==> config.mk <==
export PLATFORM = sky130hd
export DESIGN_NAME = rdn_popcount_seq
export DESIGN_NICKNAME = d
export VERILOG_FILES = /design/src/rtl/rdn_popcount_seq.sv
export SDC_FILE = /design/constraint.sdc
export NUM_CORES = 1
export LEC_CHECK = 0
export CORE_AREA = 2 2 43 65
export CTS_CLUSTER_DIAMETER = 60
export CTS_CLUSTER_SIZE = 30
export DETAILED_ROUTE_END_ITERATION = 10
export DIE_AREA = 0 0 45 67
export GPL_ROUTABILITY_DRIVEN = 0
export GPL_TIMING_DRIVEN = 0
export PLACE_DENSITY_LB_ADDON = 0.15
export SYNTH_ARGS = -nofsm -noshare
export SYNTH_HDL_FRONTEND = slang
export SYNTH_SLANG_ARGS = --single-unit
==> constraint.sdc <==
create_clock -name clk -period 4 [get_ports clk]
set_clock_uncertainty 0.1 [all_clocks]
set_input_delay 0.4 -clock clk [delete_from_list [all_inputs] [get_ports clk]]
set_output_delay 0.4 -clock clk [all_outputs]
set_load 0.005 [all_outputs]
==> src/rtl/rdn_popcount_seq.sv <==
// rdn_popcount_seq: sequential ones-counter, CHUNK bits per cycle over a WIDTH-bit word.
// Latency: result valid STEPS cycles after the input handshake; a new word can load on the pop cycle.
// Backpressure: result held stable until out_ready; in_ready low while busy or result pending.
// Build option RDN_THRESHOLD_EN adds the thresh input and the out_ge compare flag.
module rdn_popcount_seq #(
    parameter int  WIDTH = 8,
    parameter int  CHUNK = 2,
    localparam int CW    = $clog2(WIDTH + 1),
    localparam int STEPS = (WIDTH + CHUNK - 1) / CHUNK
) (
    input  logic             clk,
    input  logic             rst_n,
    input  logic             in_valid,
    output logic             in_ready,
    input  logic [WIDTH-1:0] in_data,
    output logic             out_valid,
    input  logic             out_ready,
    output logic [CW-1:0]    out_count,
    output logic             out_full,
    output logic             busy
`ifdef RDN_THRESHOLD_EN
    ,
    input  logic [CW-1:0]    thresh,
    output logic             out_ge
`endif
);

    localparam int SW  = STEPS * CHUNK;
    localparam int SCW = (STEPS > 1) ? $clog2(STEPS) : 1;
    localparam logic [SCW-1:0] LAST_STEP = SCW'(STEPS - 1);
    localparam logic [CW-1:0]  FULL_CNT  = CW'(WIDTH);

    typedef enum logic [1:0] {
        IDLE,
        BUSY,
        DONE
    } state_t;

    state_t         state;
    logic [SW-1:0]  shreg;
    logic [CW-1:0]  acc;
    logic [SCW-1:0] step;
    logic [CW-1:0]  chunk_cnt;
    logic [CW-1:0]  acc_next;
    logic           accept;
`ifdef RDN_THRESHOLD_EN
    logic [CW-1:0]  thresh_q;
`endif

    // Pad bits above WIDTH are zero, so the final partial chunk adds nothing spurious.
    always_comb begin
        chunk_cnt = '0;
        for (int i = 0; i < CHUNK; i++) begin
            chunk_cnt = chunk_cnt + CW'(shreg[i]);
        end
        acc_next = acc + chunk_cnt;
    end

    assign in_ready = (state == IDLE) || ((state == DONE) && out_ready);
    assign accept   = in_valid && in_ready;

    always_ff @(posedge clk or negedge rst_n) begin
        if (!rst_n) begin
            state     <= IDLE;
            shreg     <= '0;
            acc       <= '0;
            step      <= '0;
            out_valid <= 1'b0;
            out_count <= '0;
            out_full  <= 1'b0;
            busy      <= 1'b0;
`ifdef RDN_THRESHOLD_EN
            thresh_q  <= '0;
            out_ge    <= 1'b0;
`endif
        end else begin
            case (state)
                IDLE: ;
                BUSY: begin
                    acc   <= acc_next;
                    shreg <= shreg >> CHUNK;
                    step  <= step + SCW'(1);
                    if (step == LAST_STEP) begin
                        state     <= DONE;
                        busy      <= 1'b0;
                        out_valid <= 1'b1;
                        out_count <= acc_next;
                        out_full  <= (acc_next == FULL_CNT);
`ifdef RDN_THRESHOLD_EN
                        out_ge    <= (acc_next >= thresh_q);
`endif
                    end
                end
                DONE: begin
                    if (out_ready) begin
                        out_valid <= 1'b0;
                        state     <= IDLE;
                    end
                end
                default: state <= IDLE;
            endcase
            // A load overrides the DONE->IDLE move so a popped result chains straight into BUSY.
            if (accept) begin
                shreg <= SW'(in_data);
                acc   <= '0;
                step  <= '0;
                busy  <= 1'b1;
                state <= BUSY;
`ifdef RDN_THRESHOLD_EN
                thresh_q <= thresh;
`endif
            end
        end
    end

endmodule

; ---- After elaboration in Yosys (flattened, before gate mapping)
; Index checks and enable logic that the tools add are counted.
[word_totals]
register_bits = 23
in_bits = 12
output_inout_bits = 8
word_cells = 47
[op_classes]
n_addsub = 3
eq_ne = 9
muxes = 16
n_reduce_logical = 11
[op_table]
columns = operator, n
row1 = 8-bit 2-to-1 mux, 2
row2 = 2-bit 2-to-1 mux, 5
row3 = 4-bit 2-to-1 mux, 2
row4 = "2-bit inequality test, second input constant", 3
row5 = "3-bit inequality test, second input constant", 2
row6 = 2-bit one-hot mux with 3 select lines, 1
row7 = 3-bit AND reduction, 2
row8 = 2-bit nonzero test, 3
row9 = 1-bit 2-to-1 mux, 5
row10 = 4-bit by 2-bit adder with 4-bit output, 1
row11 = "2-bit == test, second input constant", 2
row12 = "4-bit == test, second input constant", 1
row13 = 2-bit AND reduction, 2
row14 = 1-bit by 1-bit adder with 2-bit output, 1
row15 = "2-bit by 1-bit adder with 2-bit output, second input constant", 1
row16 = "2-bit by 1-bit == test with 1-bit output, second input constant", 1
row17 = 1-bit logical AND, 2
row18 = 2-bit logical NOT, 1
row19 = 1-bit one-hot mux with 2 select lines, 1
row20 = 1-bit logical OR, 1

; ---- Logic depth before layout (Yosys ltp)
[depth]
word_depth = 6
depth_mapped = 5

; ---- Worst setup path after synthesis
; Ideal clock, no wire load.
[synth_timing]
path_type = register to register
start = register shreg[0]
end = register out_full
arrival_time_ns = 1.485
t_required_ns = 3.797
setup_slack_ns = 2.312
path_stages_with_launch = 6
period_less_slack_ns = 1.688
path_cell_list = dfrtp_1 -> fa_1 -> ha_1 -> xnor2_1 -> nand3_1 -> o41ai_2
[synth_via]
elab_chain_len = 3
[synth_lines]
columns = element, line
row1 = "start, declared", 40  ; logic [SW-1:0] shreg;
row2 = "start signal, assigned", 81  ; shreg <= shreg >> CHUNK;
row3 = "start signal, assigned", 104  ; shreg <= SW'(in_data);
row4 = 1-bit by 1-bit adder with 2-bit output, 54  ; chunk_cnt = chunk_cnt + CW'(shreg[i]);
row5 = 4-bit by 2-bit adder with 4-bit output, 56  ; acc_next = acc + chunk_cnt;
row6 = 4-bit == test, 88  ; out_full <= (acc_next == FULL_CNT);
row7 = "end signal, assigned", 88
row8 = "end, declared", 19  ; output logic out_full,
; Every way passes these cells.
; A chain may end at the register's enable or synchronous reset.

; ---- Worst setup path in the final report
[layout_timing]
start = input port out_ready
end = output port in_ready
[layout_via]
elab_chain_len = 2
[layout_lines]
columns = element, line
row1 = "start, declared", 17  ; input logic out_ready,
row2 = 1-bit logical AND, 59  ; assign in_ready = (state == IDLE) || ((state == DONE) && out_ready);
row3 = 1-bit logical OR, 59
row4 = "end, declared", 14  ; output logic in_ready,
; Every way passes these cells.

==> impl_metrics.py <==
metrics = {
    "setup_path": {
        "required_ps": 3500,
        "critPathLaunch": "out_ready",
        "crit_path_max_fanout": 10,
        "r2r_cells": 5,
        "cp-start-kind": "primary input",
        "crit_type": "in2out",
        "critPathBufInv": 3,
        "worst_path_largest_cell_delay_ps": 500,
        "cp_cell_sequence": "clkdlybuf4s50_1 -> nand2b_2 -> buf_6 -> and2b_1 -> clkdlybuf4s50_1",
        "arrival_ps": 1800,
        "r2r-start": "shreg[0]",
        "crit_slowest_cell": "clkdlybuf4s50_1",
        "endpoint_kind": "output pin",
        "cp_top_family": "buffers and inverters",
        "crit_top_cell": "clkdlybuf4s50_1",
        "r2r_end": "out_full",
        "ff2ff_setup_slack_ps": 2140,
    },
    "clock_tree": {
        "cts_setup_buffers": 0,
        "holdBufCountCts": 0,
        "clockRootBuffer": "clkbuf_4",
        "cts.clk_slew.worst_paths_ps": 110,
        "cts_tree": "done",
        "insertion_delay_ps": 310,
        "cts_inserted_buffers": 3,
        "cts_sinks": 23,
        "cts.repair.resized": 0,
        "cts_max_level": 1,
        "cts_max_path_buffers": 2,
    },
    "global_route": {
        "grt_pass1_vias": 749,
        "grt-ovfl-total": 0,
        "antenna_found_initial": 0,
        "grt_max_degree": 24,
        "track_usage_pct": 14.9,
        "grt_pass1_wl_um": 3310,
    },
    "routing": {
        "dr.first_iter.drc_count": 19,
        "final_antenna_net_count": 0,
        "drc": 0,
        "viasPerCell": 5.46,
        "vias": 754,
        "drt_pre_antenna_iters": 4,
        "post_drt_wl_per_cell_um": 14.0,
        "routed_wl_um": 1940,
    },
    "floorplanning": {
        "die_h_um": 67,
        "core_area_mm2": 0.00242,
        "num_rows": 22,
        "chipWidth_um": 45,
        "start_util_pct": 44.0,
        "io_pins": 20,
        "die-area_mm2": 0.00302,
    },
    "logic_synthesis": {
        "synth_edf_count": 0,
        "synth.area.top_cells": "dfrtp_1 54%, a221o_1 5.6%, nand2_1 4.9%, buf_6 3.2%, mux2_2 3.2%",
        "synth.distinct_cells": 31,
        "yosysSeqAreaShare_pct": 54.1,
        "async_reset_ff_share_pct": 100,
        "synth_top_cell_by_area": "dfrtp_1",
        "synthMostInstantiatedCell": "dfrtp_1",
        "synth_top_area_share_pct": 54.1,
        "synth_nets": 106,
        "synth_area_mm2": 0.00106,
        "ys_warn_count": 0,
        "synth_commonest_cells": "23 x dfrtp_1, 14 x nand2_1, 6 x a221o_1, 5 x o21ai_1",
        "synth_flop_cell": "dfrtp_1",
        "synth-seq-cells": 23,
        "syn_area_per_cell_um2": 11.7,
        "postSynthCellCount": 91,
    },
    "cells_and_area": {
        "final_cell_count_no_fill": 138,
        "drive_above_1_share_pct": 16.7,
        "diodes": 0,
        "final_nets": 130,
        "post-route-util_pct": 54.1,
        "area_growth_pct": 23.1,
        "stdcell_area_mm2": 0.00131,
    },
    "timing": {
        "fmax_mhz": 435,
        "finalCritPeriodShare_pct": 57.5,
        "layout_min_cycle_time_ps": 2300,
        "slew_violations": 0,
        "fin_setup_tns_ps": 0,
        "finalSetupViolations": 0,
        "rsz0062_at_grt": "false",
        "hold_ws_ps": 386,
        "worst_pin_slew_ps": 1040,
        "relSlewSlack_pct": 30.4,
        "finalHoldViolations": 0,
    },
    "place": {
        "dp_hpwl_um": 1420,
        "port_buffers": 19,
        "dp_cells": 134,
        "place_area_mm2": 0.00128,
    },
    "status": {
        "status": "complete, no violations",
    },
    "min_path": {
        "worstHoldPathCells": 2,
        "hold_path.startpoint": "out_count[3]",
        "worstHoldEndpoint": "out_count[3]",
        "worstHoldPathType": "reg2reg",
    },
    "power_and_ir_drop": {
        "leakage_nw": 0.583,
        "ir_drop_mv": 0.430,
        "powerDensity_mw_per_mm2": 749,
    },
    "job": {
        "max_cap_viol_count": 0,
    },
}
==> registers in the layout (all words and copies together), names as in the netlist <==
signal / count
step: 2
out_count: 4
out_full: 1
out_valid: 1
shreg: 8
state: 2
acc: 4
busy: 1
==> layer usage <==
| metal | wire, um | up-vias | global-route usage, % | share of wire (%) |
|---|---|---|---|---|
| li1 | - | 371 | - | - |
| met1 | 859 | 367 | 18.0 | 44 |
| met2 | 992 | 14 | 25.9 | 51 |
| met3 | 61 | 2 | 1.90 | 3.1 |
| met4 | 24 | 0 | 5.51 | 1.2 |
| met5 | 0 | - | 0 | 0 |
==> cell usage in the layout (no fill, tap or decap), types with 2 or more instances in the layout <==
| master | n |
|---|---|
| a21oi_1 | 2 |
| a221o_1 | 6 |
| and3_1 | 2 |
| and3_2 | 4 |
| buf_6 | 3 |
| clkbuf_4 | 3 |
| clkdlybuf4s50_1 | 19 |
| dfrtp_1 | 23 |
| ha_1 | 2 |
| mux2_2 | 3 |
| nand2_1 | 14 |
| nand3_1 | 4 |
| o21ai_0 | 3 |
| o21ai_1 | 5 |
| o22ai_1 | 2 |
==> metrics by stage <==
step / setup WS, ps / power [W]
floorplan: 2310 / 0.000726
global placement: 1710 / 0.000873
detailed placement: 1690 / 0.000890
CTS: 1680 / 0.000997
global route: 1650 / 0.00107
finish: 1700 / 0.000982
==> cells by family after synthesis <==
group / count (synthesis) / synth area share, %
buffers and inverters: 6 / 4.58
xor gates and xnor gates: 2 / 1.65
AOI/OAI and AO/OA: 22 / 16.0
DFF: 23 / 54.1
muxes: 3 / 3.17
adders and majority gates: 3 / 4.23
and+or+nand+nor: 32 / 16.3
==> how the worst max path moves through the flow <==
stage | end | depth (start not counted)
after detailed placement | in_ready | 5
after global routing | in_ready | 5
after global placement | in_ready | 5
final | in_ready | 5
after CTS | in_ready | 5
after floorplan | out_full | 5
==> worst reg2reg max path: stages (launching register included) <==
cell,delay (ps)
dfrtp_1,420
fa_1,460
ha_1,210
xnor2_1,240
nand3_1,130
o41ai_2,210
==> final cells by class <==
class / count / area [um2]
Timing Repair Buffer: 19 / 190
Tap cell: 24 / 30.0
Inverter: 1 / 3.75
Multi-Input combinational cell: 62 / 440
Clock buffer: 4 / 26.3
Sequential cell: 23 / 576
Buffer: 5 / 45.0
Fill cell: 227 / 1110
==> report_power, final <==
part / total, W / switching [W] / internal [W]
registers: 0.000399 / 0.0000667 / 0.000332
clock network: 0.000106 / 0.0000675 / 0.0000390
logic: 0.000477 / 0.000220 / 0.000256
total: 0.000982 / 0.000355 / 0.000627
Power figures use the tool's default switching activity.
==> patch, RTL diff (config.mk and constraints unchanged) <==
Put one more register stage on the output `out_count`, with the module's reset. The value now appears one clock later. The other outputs are not delayed to match.
--- a/src/rtl/rdn_popcount_seq.sv
+++ b/src/rtl/rdn_popcount_seq.sv
@@ -37,4 +37,6 @@
     } state_t;
 
+    logic [CW-1:0] out_count_s0;
+
     state_t         state;
     logic [SW-1:0]  shreg;
@@ -67,5 +69,5 @@
             step      <= '0;
             out_valid <= 1'b0;
-            out_count <= '0;
+            out_count_s0 <= '0;
             out_full  <= 1'b0;
             busy      <= 1'b0;
@@ -85,5 +87,5 @@
                         busy      <= 1'b0;
                         out_valid <= 1'b1;
-                        out_count <= acc_next;
+                        out_count_s0 <= acc_next;
                         out_full  <= (acc_next == FULL_CNT);
 `ifdef RDN_THRESHOLD_EN
@@ -114,4 +116,12 @@
     end
 
+    always_ff @(posedge clk or negedge rst_n) begin
+        if (!rst_n) begin
+            out_count <= '0;
+        end else begin
+            out_count <= out_count_s0;
+        end
+    end
+
 endmodule
 
Check against the original RTL: not equivalent (Yosys sat finds a counterexample within 10 cycles, from zero or initial values and one cycle with rst_n low).
==> patch against the original RTL <==
- synthesized cell count rose by 12%
- setup slack got worse by 240 ps
- power rose by 3.3%
- first-iteration DRC count did not move
- critical path type unchanged
- core utilization rose by 4.1 points
- highest routed layer unchanged
- maximum frequency fell by 9.6%
- sequential cell count rose by 4
- design area rose by 7.6%
- die area did not move
- cell count rose by 7.2%
- wire length rose by 7.1%
- area after synthesis rose by 10%
==> patch: results (changes against the original RTL) <==
Run status
  • Status: finished clean

Layout
  • Fillers: 215 (-5.3%)
  • Layout cell share with drive strength beyond 1: 8.06% (-8.6 points)
  • Max FFs per register: 8 (unchanged)
  • Post-layout nets: 140 (+7.7%)
  • Most flops, register: shreg

Place
  • DP HPWL: 1500 um (+5.4%)
  • Buffers added on ports: 18 (-1)

Power and ir drop
  • Lkg Pwr: 0.650 nW (+11%)
  • Peak supply drop: 358 uV (-17%)

Yosys
  • Synth cell types: 25 (-19%)
  • Compound-Gate Fraction of Synth Area: 7.24% (-8.7 points)
  • Largest cells by area after synthesis: dfrtp_1 58%, mux2i_1 7.7%, o21ai_0 5.5%, nand4_1 4.3%, nand2_1 2.6%
  • Seq/Total Area, Yosys: 57.5% (+3.5 points)
  • Adder-cell share of the synthesized area: 3.83% (-0.40 points)
  • Syn_nets: 117 (+10%)
  • Synth Area in XOR/XNOR: 2.98% (+1.3 points)
  • Post-synthesis mux area share: 9.58% (+6.4 points)
  • Synth cell count leaders: 27 x dfrtp_1, 13 x o21ai_0, 9 x mux2i_1
  • Async set or reset register ratio after synthesis: 100% (unchanged)

Timing
  • Slew of the pin with the lowest slew margin: 1170 ps (+129 ps)

GRT
  • Largest net degree at the start of global routing: 28 (+17%)
  • Wire length of the first global-routing pass: 3770 um (+14%)
  • Vias in the first global route: 885 (+18%)
  • GRT Total Usage: 16.6% (+1.7 points)

Drt
  • Wire per inst: 14.0 um (-0.11%)
  • Via density per instance: 5.66 (+3.5%)

Clocking
  • Num CTS Buffers: 3 (unchanged)
  • Clock-pin slew on the worst setup and hold paths: 140 ps (+30 ps)
  • Clk_lat worst skew: 310 ps (about the same)
  • # hold bufs at CTS: 0 (unchanged)

Setup path
  • CP top delay family: buffers and inverters
  • Crit path DAT: 2040 ps (+240 ps)
-- patch: cell types whose count changed after synthesis, moves of 5 or more --
| cell | unedited run | this run |
|---|---|---|
| nor2_1 | 1 | 6 |
| a221o_1 | 6 | 0 |
| o21ai_0 | 3 | 13 |
| nand2_1 | 14 | 8 |
| mux2i_1 | 0 | 9 |
| nand4_1 | 0 | 8 |
-- patch: worst paths after layout --
check / start / endpoint / slack (ps) / cells past startpoint
hold / removal: out_count_s0[1] / out_count[1] / 290 / 0
min in group asynchronous: rst_n / out_count[1] / 590 / 1
hold reg to reg: out_count_s0[1] / out_count[1] / 290 / 0
max in group asynchronous: rst_n / acc[0] / 2510 / 1
setup / recovery: out_ready / in_ready / 1460 / 5
setup reg to reg: shreg[0] / out_full / 1980 / 5
-- patch: stage by stage --
step / setup WS [ps] / cells / utilization (%) / cell area [um^2] / hold WS, ps
floorplan: 2100 / 102 / - / 1170 / 4.41
global placement: 1480 / 144 / 57.2 / 1390 / 255
detailed placement: 1460 / 144 / 57.2 / 1390 / 266
CTS: 1450 / 148 / 58.3 / 1410 / 297
global route: 1330 / 148 / 58.3 / 1410 / 316
finish: 1460 / 148 / 58.3 / 1410 / 292
-- patch: logic make-up (layout without fill, tap and decap cells) --
kind of cell,Yosys count,in the layout
buffers and inverters,8,30
AND/OR/NAND/NOR,32,32
adder cells (fa/ha/maj),3,3
XOR/XNOR,4,4
flip-flops,27,27
AO/OA/AOI/OAI,17,17
multiplexers,11,11
-- patch: layer usage --
layer | GRT usage, % | wire [um] | up-vias | share of wire, %
li1 | - | - | 402 | -
met1 | 18.7 | 824 | 404 | 40
met2 | 30.5 | 1130 | 29 | 55
met3 | 2.17 | 97 | 2 | 4.7
met4 | 5.88 | 21 | 0 | 1.0
met5 | 0 | 0 | - | 0
-- patch: worst register-to-register path: stages, from the launching register on --
cell and delay [ps]:
dfrtp_1 430, fa_1 460, ha_1 230, xnor2_1 190, or4b_1 450, o21ai_1 120
-- patch: layout make-up --
type	instances	area share, %
buffer	6	2.30
clock buffer	4	1.86
timing repair buffer	18	12.8
inverter	2	0.532
tap	24	2.13
multi-input combinational	67	32.5
sequential	27	47.9
-- patch: power by group --
group	switching (W)	internal, W	leakage (nW)	total (W)
Combinational	0.000210	0.000230	0.289	0.000441
Sequential	0.0000734	0.000387	0.346	0.000460
Clock	0.0000743	0.0000389	0.0150	0.000113
Total	0.000358	0.000656	0.650	0.00101
